===== src/rtl/typhoon_pkg.sv =====
// Shared types and widths for the tile scheduler and its offset walker.
package typhoon_pkg;
  localparam int OFFSET_W = 10;

  typedef enum logic [2:0] {IDLE, ISSUE, BUSY, RELEASE, DRAIN} raster_state_t;
  typedef enum logic {WB_IDLE, WB_ACTIVE} wb_state_t;
endpackage


===== src/rtl/tile_walker.sv =====
// Screen-order tile origin counters: clear to (0,0), step one tile right,
// wrapping to the next tile row at the right screen edge.
module tile_walker
  import typhoon_pkg::*;
#(
  parameter int tileDim = 8,
  parameter int screenW = 640,
  parameter int screenH = 480
) (
  input  logic                clk,
  input  logic                rst_n,
  input  logic                clear,
  input  logic                step,
  output logic [OFFSET_W-1:0] x,
  output logic [OFFSET_W-1:0] y,
  output logic                last
);
  localparam logic [OFFSET_W-1:0] STEP   = OFFSET_W'(tileDim);
  localparam logic [OFFSET_W-1:0] WIDTH  = OFFSET_W'(screenW);
  localparam logic [OFFSET_W-1:0] LAST_X = OFFSET_W'(screenW - tileDim);
  localparam logic [OFFSET_W-1:0] LAST_Y = OFFSET_W'(screenH - tileDim);

  logic [OFFSET_W-1:0] x_nxt;

  assign x_nxt = x + STEP;
  assign last  = (x == LAST_X) && (y == LAST_Y);

  always_ff @(posedge clk or negedge rst_n) begin
    if (!rst_n) begin
      x <= '0;
      y <= '0;
    end else if (clear) begin
      x <= '0;
      y <= '0;
    end else if (step) begin
      if (x_nxt == WIDTH) begin
        x <= '0;
        y <= y + STEP;
      end else begin
        x <= x_nxt;
      end
    end
  end
endmodule


===== src/rtl/tile_scheduler.sv =====
// Frame sequencer: issues tiles to the rasterizer over two ping-pong color
// buffers and drains each filled buffer to writeback in raster order.
module tile_scheduler
  import typhoon_pkg::*;
#(
  parameter int tileDim = 8,
  parameter int screenW = 640,
  parameter int screenH = 480
) (
  input  logic                BOARD_CLK,
  input  logic                BOARD_RESET_N,
  input  logic                startFrame,
  output logic                frameDone,
  output logic                startRasterizing,
  input  logic                doneRasterizing,
  output logic                rasterTileID,
  output logic [OFFSET_W-1:0] rasterxOffset,
  output logic [OFFSET_W-1:0] rasteryOffset,
  output logic                writebackStart,
  input  logic                writebackDone,
  output logic                writebackTileID,
  output logic [OFFSET_W-1:0] writebackxOffset,
  output logic [OFFSET_W-1:0] writebackyOffset,
  output logic                busy
);
  raster_state_t             state;
  wb_state_t                 wb_state;
  logic [1:0]                buf_full;
  logic [1:0][OFFSET_W-1:0]  buf_x;
  logic [1:0][OFFSET_W-1:0]  buf_y;
  logic                      wb_next;
  logic                      walk_clear, walk_step, last_tile;
  logic                      buf_set, buf_clr;

  assign walk_clear = (state == IDLE) && startFrame;
  assign walk_step  = (state == RELEASE) && !doneRasterizing && !last_tile;
  assign buf_set    = (state == BUSY) && doneRasterizing;
  assign buf_clr    = (wb_state == WB_ACTIVE) && writebackDone;

  tile_walker #(.tileDim(tileDim), .screenW(screenW), .screenH(screenH)) u_walker (
    .clk   (BOARD_CLK),
    .rst_n (BOARD_RESET_N),
    .clear (walk_clear),
    .step  (walk_step),
    .x     (rasterxOffset),
    .y     (rasteryOffset),
    .last  (last_tile)
  );

  always_ff @(posedge BOARD_CLK or negedge BOARD_RESET_N) begin
    if (!BOARD_RESET_N) begin
      state            <= IDLE;
      startRasterizing <= 1'b0;
      rasterTileID     <= 1'b0;
      frameDone        <= 1'b0;
      busy             <= 1'b0;
    end else begin
      frameDone <= 1'b0;
      case (state)
        IDLE: if (startFrame) begin
          rasterTileID <= 1'b0;
          busy         <= 1'b1;
          state        <= ISSUE;
        end
        ISSUE: if (!buf_full[rasterTileID] && !doneRasterizing) begin
          startRasterizing <= 1'b1;
          state            <= BUSY;
        end
        BUSY: if (doneRasterizing) begin
          startRasterizing <= 1'b0;
          state            <= RELEASE;
        end
        RELEASE: if (!doneRasterizing) begin
          if (last_tile) state <= DRAIN;
          else begin
            rasterTileID <= ~rasterTileID;
            state        <= ISSUE;
          end
        end
        DRAIN: if (buf_full == 2'b00 && !writebackStart) begin
          frameDone <= 1'b1;
          busy      <= 1'b0;
          state     <= IDLE;
        end
        default: state <= IDLE;
      endcase
    end
  end

  // Raster sets and writeback clears always target different buffers.
  always_ff @(posedge BOARD_CLK or negedge BOARD_RESET_N) begin
    if (!BOARD_RESET_N) begin
      buf_full <= '0;
      buf_x    <= '0;
      buf_y    <= '0;
    end else begin
      if (buf_set) begin
        buf_full[rasterTileID] <= 1'b1;
        buf_x[rasterTileID]    <= rasterxOffset;
        buf_y[rasterTileID]    <= rasteryOffset;
      end
      if (buf_clr) buf_full[wb_next] <= 1'b0;
    end
  end

  always_ff @(posedge BOARD_CLK or negedge BOARD_RESET_N) begin
    if (!BOARD_RESET_N) begin
      wb_state         <= WB_IDLE;
      writebackStart   <= 1'b0;
      writebackTileID  <= 1'b0;
      writebackxOffset <= '0;
      writebackyOffset <= '0;
      wb_next          <= 1'b0;
    end else begin
      case (wb_state)
        WB_IDLE: if (buf_full[wb_next]) begin
          writebackTileID  <= wb_next;
          writebackxOffset <= buf_x[wb_next];
          writebackyOffset <= buf_y[wb_next];
          writebackStart   <= 1'b1;
          wb_state         <= WB_ACTIVE;
        end else if (walk_clear) begin
          wb_next <= 1'b0;
        end
        WB_ACTIVE: if (writebackDone) begin
          writebackStart <= 1'b0;
          wb_next        <= ~wb_next;
          wb_state       <= WB_IDLE;
        end
        default: wb_state <= WB_IDLE;
      endcase
    end
  end
endmodule


===== config.mk =====
export PLATFORM = sky130hd
export DESIGN_NAME = tile_scheduler
export DESIGN_NICKNAME = d
export VERILOG_FILES = /design/src/rtl/typhoon_pkg.sv /design/src/rtl/tile_walker.sv /design/src/rtl/tile_scheduler.sv
export SDC_FILE = /design/constraint.sdc
export NUM_CORES = 1
export LEC_CHECK = 0
export ABC_AREA = 1
export CELL_PAD_IN_SITES_DETAIL_PLACEMENT = 1
export CELL_PAD_IN_SITES_GLOBAL_PLACEMENT = 2
export CORE_MARGIN = 10
export CORE_UTILIZATION = 34
export DETAILED_ROUTE_END_ITERATION = 8
export HOLD_SLACK_MARGIN = 0.08
export MAX_ROUTING_LAYER = met4
export PLACE_DENSITY = 0.8
export SYNTH_ARGS = -nofsm -noshare
export SYNTH_HDL_FRONTEND = slang
export SYNTH_SLANG_ARGS = --single-unit

===== constraint.sdc =====
create_clock -name BOARD_CLK -period 4.17 [get_ports BOARD_CLK]
set_input_delay 0.417 -clock BOARD_CLK [delete_from_list [all_inputs] [get_ports BOARD_CLK]]
set_output_delay 0.417 -clock BOARD_CLK [all_outputs]
set_load 0.01 [all_outputs]

## After elaboration in Yosys (flattened, before gate mapping)

Index checks and enable logic that the tools add are counted.

| word-level totals | value |
|---|---|
| register bits after elaboration | 93 |
| output and inout port bits | 46 |
| bits of input ports | 5 |
| word-level logic and storage cells | 129 |

| cells by class | value |
|---|---|
| mux-type cells | 53 |
| eq/ne operators | 17 |
| order comparisons | 4 |
| bitwise logic cells | 6 |
| reduce and logical (&&, ||, !) cells | 29 |
| add/sub/neg operators | 2 |

Operators by type and width:

| operator | count |
|---|---|
| 2-to-1 mux 10 bit | 11 |
| bitwise mux 20 bit | 2 |
| 2-to-1 mux 1 bit | 22 |
| adder 10 x 4 -> 10 bit, second input constant | 2 |
| equality test 10 bit, second input constant | 2 |
| 2-to-1 mux 3 bit | 6 |
| inequality test 2 bit, second input constant | 9 |
| case mux 3 bit (5 select lines) | 1 |
| case mux 1 bit (2 select lines) | 6 |
| demux 10 bit (select 1 bit) | 1 |
| equality test 10 x 9 -> 1 bit, second input constant | 1 |
| logical AND 1 bit | 10 |
| nonzero test 2 bit | 5 |
| AND reduction 3 bit | 3 |
| equality test 3 x 2 -> 1 bit, second input constant | 2 |
| AND reduction 2 bit | 3 |
| AND reduction 5 bit | 1 |
| zero test 1 bit | 4 |
| less-than comparator 1 x 2 -> 1 bit, second input constant | 2 |
| 2-to-1 mux 2 bit | 2 |
| AND reduction 4 bit | 1 |
| equality test 3 x 1 -> 1 bit, second input constant | 1 |
| equality test 3 bit, second input constant | 1 |
| zero test 3 bit | 1 |
| other kinds (8) | 12 |

## Logic depth before layout (Yosys ltp)

Gate-level depths: netlist of run 1.

| logic depth | value |
|---|---|
| depth in word-level cells | 8 |
| gate-level depth with buffers | 12 |
| mapped depth without buffers | 12 |

## By module

From an unflattened synthesis of run 1, not the netlist that was laid out.

| second synthesis, totals | value |
|---|---|
| cells, all modules | 498 |
| area total of the unflattened synthesis | 4241.6 um2 |

By module, submodules not included:

| module | area an instance (um2) | times used | seq. area each (um2) | cells an instance |
|---|---|---|---|---|
| tile_scheduler | 3305.7 | 1 | 1826.8 | 370 |
| tile_walker | 935.9 | 1 | 350.3 | 128 |

## Worst setup path after synthesis of run 1

OpenSTA, ideal clock, no wires.

| timing | value |
|---|---|
| kind | register -> register |
| start point | register u_walker.x[3] |
| end point | register u_walker.y[5] |
| data required time | 4053 ps |
| cell stages (with the launch flop) | 12 |
| path buffers | 0 |
| setup slack | 2620 ps |
| data arrival time | 1432 ps |
| setup time | 117 ps |
| period minus slack after synthesis | 1550 ps |
| path through | dfrtp_1 -> ha_1 -> inv_1 -> nand2_1 -> nor2_1 -> nand3_1 -> nor2_2 -> nand2_2 -> nand2_4 -> nand2_4 -> nand2_1 -> nand2_1 |

| between the ends | value |
|---|---|
| word-level cells in the longest chain between the ends | 6 |
| elaborated cells on any way between the ends | 9 |
| classes of those cells | add/sub (1); eq/ne (2); reduce/logical (6) |

Ends and longest elaborated chain:

| element | RTL line | RTL |
|---|---|---|
| start: declaration | tile_walker.sv:14 | `output logic [OFFSET_W-1:0] x,` |
| start signal: assignment | tile_walker.sv:40 | `x <= x_nxt;` |
| parallel branches: the longest is 5 deep, another holds adder 10 x 4 -> 10 bit | -- |  |
| AND reduction 2 bit (no line) (*) | -- |  |
| end signal: assignment | tile_walker.sv:38 | `y <= y + STEP;` |
| end: declaration | tile_walker.sv:15 | `output logic [OFFSET_W-1:0] y,` |

Mark *: on every way between the ends.
A chain may end at the register's enable or synchronous reset.

## Worst setup path after layout of run 1

| timing | value |
|---|---|
| start point | register state[0] |
| end point | register buf_y[6] (netlist bit) |

| between the ends | value |
|---|---|
| word-level cells in the longest chain between the ends | 2 |

Ends and longest elaborated chain:

| element | RTL line | RTL |
|---|---|---|
| start: declaration | tile_scheduler.sv:26 | `raster_state_t state;` |
| start signal: assignment | tile_scheduler.sv:52 | `state <= IDLE;` |
| start signal: assignment | tile_scheduler.sv:63 | `state <= ISSUE;` |
| start signal: assignment | tile_scheduler.sv:67 | `state <= BUSY;` |
| equality test 3 x 2 -> 1 bit | tile_scheduler.sv:37 | `assign buf_set = (state == BUSY) && doneRasterizing;` |
| logical AND 1 bit | tile_scheduler.sv:37 |  |
| end signal: indexed assignment | tile_scheduler.sv:100 | `buf_y[rasterTileID] <= rasteryOffset;` |
| end: declaration | tile_scheduler.sv:30 | `logic [1:0][OFFSET_W-1:0] buf_y;` |

No other way between the ends.

==> results of run 1 <==
cell usage after synthesis, drive strengths merged, types with 2 or more instances:
cell type,count
nor2,28
nand3,27
ha,2
nand2,112
buf,22
inv,38
nor3,5
dfrtp,69
a31oi,14
clkbuf,3
o21ai,49
o21bai,2
a21oi,6
state kept, by name, summed over array words and instances (netlist names):
signal,flops
writebackTileID,1
buf_x,14
rasterTileID,1
u_walker.y,7
writebackStart,1
u_walker.x,7
buf_full,2
busy,1
startRasterizing,1
buf_y,14
wb_next,1
frameDone,1
wb_state,1
writebackyOffset,7
writebackxOffset,7
state,3
kinds of logic after synthesis:
logic type      count (synthesis)
fa+ha+maj                       2
buf+inv                        63
simple gates                  175
other cells                     1
flops                          69
compound gates                 75
xor+xnor                        1
layout by cell type, fill, tap and decap left out:
cell type        instances
nor4_1                   1
dfrtp_1                 69
nor3_2                   1
conb_1                  12
ha_1                     2
o22a_1                   1
a31oi_1                 14
o21ai_0                 37
clkinvlp_4               2
clkinv_4                 1
inv_1                   35
nand3_1                 25
nand2_1                107
nand2_4                  3
o21bai_1                 2
nor2_1                  25
bufinv_16                3
xor2_1                   1
nand4_1                  1
o22ai_1                  1
inv_6                    1
a2bb2oi_1                1
o21ai_1                 12
inv_2                    3
buf_4                    1
nand3_2                  2
nand2_2                  2
or2_2                    1
clkbuf_8                 9
a32o_1                   1
buf_2                    1
a21oi_1                  6
nor3_1                   4
clkdlybuf4s50_1         37
nor2_2                   3
critical path: stages, from the launching register on:
cell     delay [ps]
dfrtp_1         430
nor3_2          300
nand3_1         730
o21ai_0         450
through the flow:
| step | setup slack, ps | utilization | hold slack [ps] |
|---|---|---|---|
| final | 2150 | 0.421 | 158 |
| after global routing | 1870 | 0.421 | 197 |
| after CTS | 2080 | 0.421 | 172 |
| after detailed placement | 1960 | 0.394 | 472 |
| after global placement | 2050 | 0.394 | 466 |
| after floorplan | 2620 | - | 121 |
layer usage:
metal / up-vias / GRT usage / part of all wire
li1: 1301 / - / -
met1: 1234 / 0.156 / 0.50
met2: 36 / 0.191 / 0.46
met3: 6 / 0.0326 / 0.031
met4: 0 / 0.0440 / 0.0091
met5: - / - / 0
worst max-delay path by stage:
| stage | start | endpoint | slack (ps) | cells past startpoint |
|---|---|---|---|---|
| 3_3_place_gp | doneRasterizing | buf_y[5]$_DFFE_PN0P_ | 2050 | 3 |
| 6_report | state[0]$_DFFE_PN0P_ | buf_y[6]$_DFFE_PN0P_ | 2150 | 3 |
| 4_1_cts | state[0]$_DFFE_PN0P_ | buf_y[6]$_DFFE_PN0P_ | 2080 | 3 |
| 3_5_place_dp | doneRasterizing | buf_y[3]$_DFFE_PN0P_ | 1960 | 3 |
| 2_1_floorplan | u_walker.x[3]$_DFFE_PN0P_ | u_walker.y[5]$_DFFE_PN0P_ | 2620 | 11 |
| 5_1_grt | state[0]$_DFFE_PN0P_ | buf_y[6]$_DFFE_PN0P_ | 1870 | 3 |
cell type report:
type / count / area share
well taps: 129 / 0.0413
clock inverters: 7 / 0.0314
flip-flops and latches: 69 / 0.442
multi-input cells: 265 / 0.319
inverters: 38 / 0.0365
clock buffers: 9 / 0.0317
repair buffers: 39 / 0.0980
power groups by stage:
| stage | clock [mW] | combinational [mW] | sequential (mW) |
|---|---|---|---|
| global route | 0.728 | 1.19 | 1.13 |
| floorplan | 0 | 0.641 | 1.09 |
| global placement | 0 | 1.02 | 1.10 |
| finish | 0.675 | 1.03 | 1.09 |
| CTS | 0.695 | 1.05 | 1.10 |
| detailed placement | 0 | 1.05 | 1.11 |
==> results_dict.tcl, run 1 <==
set metrics [dict create \
    grt_setup_unrepaired "false" \
    ctsResizeCount 0 \
    skew_ps 8.15 \
    p_leak_nw 1.75 \
    n_fill_cell 1128 \
    root_buffer "clkbuf_8" \
    finalHoldViolations 0 \
    grt_max_degree 37 \
    numCtsBuffers 9 \
    clock_latency_ps 350 \
    viasPerCell 4.63 \
    combPwrFrac 0.367 \
    synth_cell_types 31 \
    synthSimpleGateAreaFrac 0.232 \
    wl_per_cell_um 14.5 \
    diodes 0 \
    critPathCaptureType "flip-flop" \
    reg2reg_depth 3 \
    grt_pass1_vias 2748 \
    seqPwrFrac 0.391 \
    clkSinkCount 69 \
    status "completed" \
    synthXorXnorAreaFrac 0.00269 \
    drtIter0Drc 141 \
    syn2layout_area_growth_pct 19.9 \
    max_freq_mhz 496 \
    synthTopCellsByArea "dfrtp_1 53%, nand2_1 12%, o21ai_0 5.7%, inv_1 4.0%, nand3_1 3.8%" \
    design.die.area_um2 13900 \
    regArea_um2 1730 \
    multi_input_area_um2 1240 \
    netlist.area_leader.share 0.530 \
    timing.rr.start "state[0]$_DFFE_PN0P_" \
    cts_hold_buf 0 \
    cts_setup_buffers 0 \
    io_buffers 38 \
    p_total_mw 2.79 \
    final_area_um2 3910 \
    setup_tns_ps 0 \
    ff2ff_setup_slack_ps 2150 \
    ios 51 \
    drc 0 \
    yosysSeqAreaShare 0.530 \
    syn_inst 386 \
    vias 2577 \
    grt_overflow 0 \
    track_usage 0.125 \
    yosysWarnings 0 \
    h-tree-depth 3 \
    dr.pass1.iters 4 \
    fp-row-count 35 \
    die-width_um 118 \
    maxSlewViolCount 0 \
    vdd_drop_max_uv 251 \
    syn_area_um2 3260 \
    pwr-share-clk 0.242 \
    hp-class "input pin to asynchronous set/reset pin" \
    final_cells 556 \
    drv_cap 0 \
    fin_crit_ps 2020 \
    arrival_ps 2250 \
    place_congestion 0.764 \
    path_max_fanout 29 \
    p_int_mw 1.73 \
    async_flop_share 1.00 \
    r2r_end "buf_y[6]$_DFFE_PN0P_" \
    grt_pass1_wl_um 13800 \
    synth_top_family_by_area "simple AND/OR/NAND/NOR gates" \
    swShare 0.381 \
    post-route-period-util 0.484 \
    worstSetupStartpointType "flip-flop" \
    routed_wl_um 8050 \
    cts_buffer_depth 2 \
    place_area_um2 3660 \
    ant_nets 0 \
    muxShareOfSynthArea 0 \
    drive_above_1_share 0.0773 \
    initial_core_util 0.351 \
    post-place-cells 540 \
    setup_viol 0 \
    nNetsFinal 429 \
    hpwlAfterDp_um 5670 \
    core_area_um2 9280 \
    cp.required_ps 4410 \
    avgSynthCellArea_um2 8.44 \
    synth_fa_ha_area_frac 0.00768 \
    antenna_found_initial 0 \
    slew_headroom 0.357 \
    synth_area_leader_cell "dfrtp_1" \
    clk_pin_slew_ps 80 \
    synth-main-ff-cell "dfrtp_1" \
    ys_seq_elements 69 \
    p_sw_mw 1.06 \
    crit_type "flip-flop to flip-flop" \
    die_h_um 118 \
    tightestPinTransition_ps 961 \
    synth-edff-count 0 \
    powerDensity_nw_per_um2 715 \
    synth_compound_area_frac 0.126 \
    cts_tree "built" \
]
(Power assumes the default switching activity.)
==> run 2: changes to the inputs <==
- CORE_UTILIZATION: 34 -> 29
- PLACE_DENSITY: 0.8 -> 0.72
- clock period: 4.17 -> 1.79 ns (I/O delays scaled with it)
==> results_dict.tcl, run 2 (synthesized netlist as in run 1, its figures left out) <==
set metrics [dict create \
    syn2layout_area_growth_pct 25.0 \
    status "completed" \
    crit_start "u_walker.y[5]$_DFFE_PN0P_" \
    drtIter0Drc 120 \
    crit_family "buffers and inverters" \
    core_area_um2 10900 \
    use_met1 0.148 \
    worstSetupStartpointType "flip-flop" \
    antenna_found_initial 0 \
    p_leak_nw 1.84 \
    fin_crit_ps 1590 \
    clkSinkCount 69 \
    critPathCaptureType "output port" \
    h-tree-depth 3 \
    die-width_um 126 \
    cts_buffer_depth 2 \
    routed_wl_um 8560 \
    drive_above_1_share 0.0959 \
    grt_busiest_layer "met2" \
    grt_util_met3 0.0310 \
    track_usage 0.114 \
    grt_pass1_wl_um 14400 \
    nNetsFinal 442 \
    cp_num_cells 1 \
    hpwlAfterDp_um 6140 \
    setup_viol 0 \
    setup_tns_ps 0 \
    vias 2672 \
    vdd_drop_max_uv 504 \
    grt_overflow 0 \
    ios 51 \
    clk_pin_slew_ps 50 \
    cts_tree "built" \
    powerDensity_nw_per_um2 1680 \
    n_fill_cell 1311 \
    numCtsBuffers 9 \
    ant_nets 0 \
    grt_pass1_vias 2819 \
    clock_latency_ps 330 \
    die_h_um 126 \
    final_util 0.372 \
    cp_slowest_cell "clkdlybuf4s50_1" \
    finalHoldViolations 0 \
    final_cell_mix "107 x nand2_1, 69 x dfrtp_1, 37 x o21ai_0, 37 x clkdlybuf4s50_1, 35 x inv_1" \
    initial_core_util 0.298 \
    grt_setup_unrepaired "false" \
    reg2reg_depth 6 \
    diodes 0 \
    drc 0 \
    skew_ps 2.90 \
    io_buffers 38 \
    arrival_ps 1410 \
    slowest_delay_ps 600 \
    grt_use_met2 0.167 \
    drv_cap 0 \
    maxSlewViolCount 0 \
    max_freq_mhz 628 \
    root_buffer "clkbuf_16" \
    crit_type "flip-flop to output port" \
    dr.pass1.iters 4 \
    place_congestion 0.816 \
    cp_cell_sequence "clkdlybuf4s50_1" \
    viasPerCell 4.62 \
    path_max_fanout 8 \
    fp-row-count 38 \
    design.die.area_um2 15900 \
    cts_setup_buffers 0 \
    timing.rr.start "state[0]$_DFFE_PN0P_" \
    hp-class "input pin to asynchronous set/reset pin" \
    cp.required_ps 1610 \
    grt_max_degree 70 \
    top_regs "buf_x: 14 flops, buf_y: 14 flops" \
    wl_per_cell_um 14.8 \
    layout_commonest_cell "nand2_1" \
    crit_buf_inv 1 \
    post-route-period-util 0.890 \
]
-- run 2: worst reg2reg max path: cells and delay by family (launching register included) --
family	cells	cell delay (ps)
compound gates	1	100
buf+inv	1	240
flops	1	420
simple gates	4	680
-- run 2: metal layers --
metal  wire length, µm  vias up
met3               287       10
met4               133        0
li1                  -     1326
met1              4250     1292
met2              3890       44
met5                 0        -
-- run 2: area by class of cell --
class / instances / area (µm²) / area share
multi-input combinational: 265 / 1250 / 0.308
sequential: 69 / 1730 / 0.424
clock buffer: 12 / 256 / 0.0630
timing repair buffer: 52 / 508 / 0.125
inverter: 38 / 143 / 0.0350
tap: 140 / 175 / 0.0430
clock inverter: 2 / 10.0 / 0.00246
-- run 2: per-stage QoR --
stage,area (µm²),hold slack (ps),setup WS [ps],total power [mW],instances
after floorplan,3300,-117,240,4.04,397
after global placement,3790,241,198,5.25,563
after detailed placement,3790,241,158,5.31,563
after CTS,4060,431,153,6.96,578
after global routing,4070,458,13.0,7.44,578
final,4070,398,197,6.84,578
-- run 2: timing repair --
item | CTS | global route
hold buffers | 1 | 0
endpoints found under the setup margin | 0 | 4
endpoints found under the hold margin | 69 | 0
gates resized for setup | 0 | 1
-- run 2: worst paths after layout --
path / end / slack (ps)
setup / recovery: rasteryOffset[5] / 200
hold / removal: writebackxOffset[3]$_DFFE_PN0P_ / 400
setup reg to reg: buf_y[18]$_DFFE_PN0P_ / 200
hold reg to reg: buf_y[3]$_DFFE_PN0P_ / 480
max in group asynchronous: buf_y[17]$_DFFE_PN0P_ / 1070
min in group BOARD_CLK: buf_y[3]$_DFFE_PN0P_ / 480
-- run 2: where the power goes --
part | internal (mW) | leakage [nW] | switching, mW
Clock | 0.992 | 0.134 | 0.612
Combinational | 1.22 | 0.806 | 1.53
Sequential | 2.08 | 0.898 | 0.396
Total | 4.30 | 1.84 | 2.54
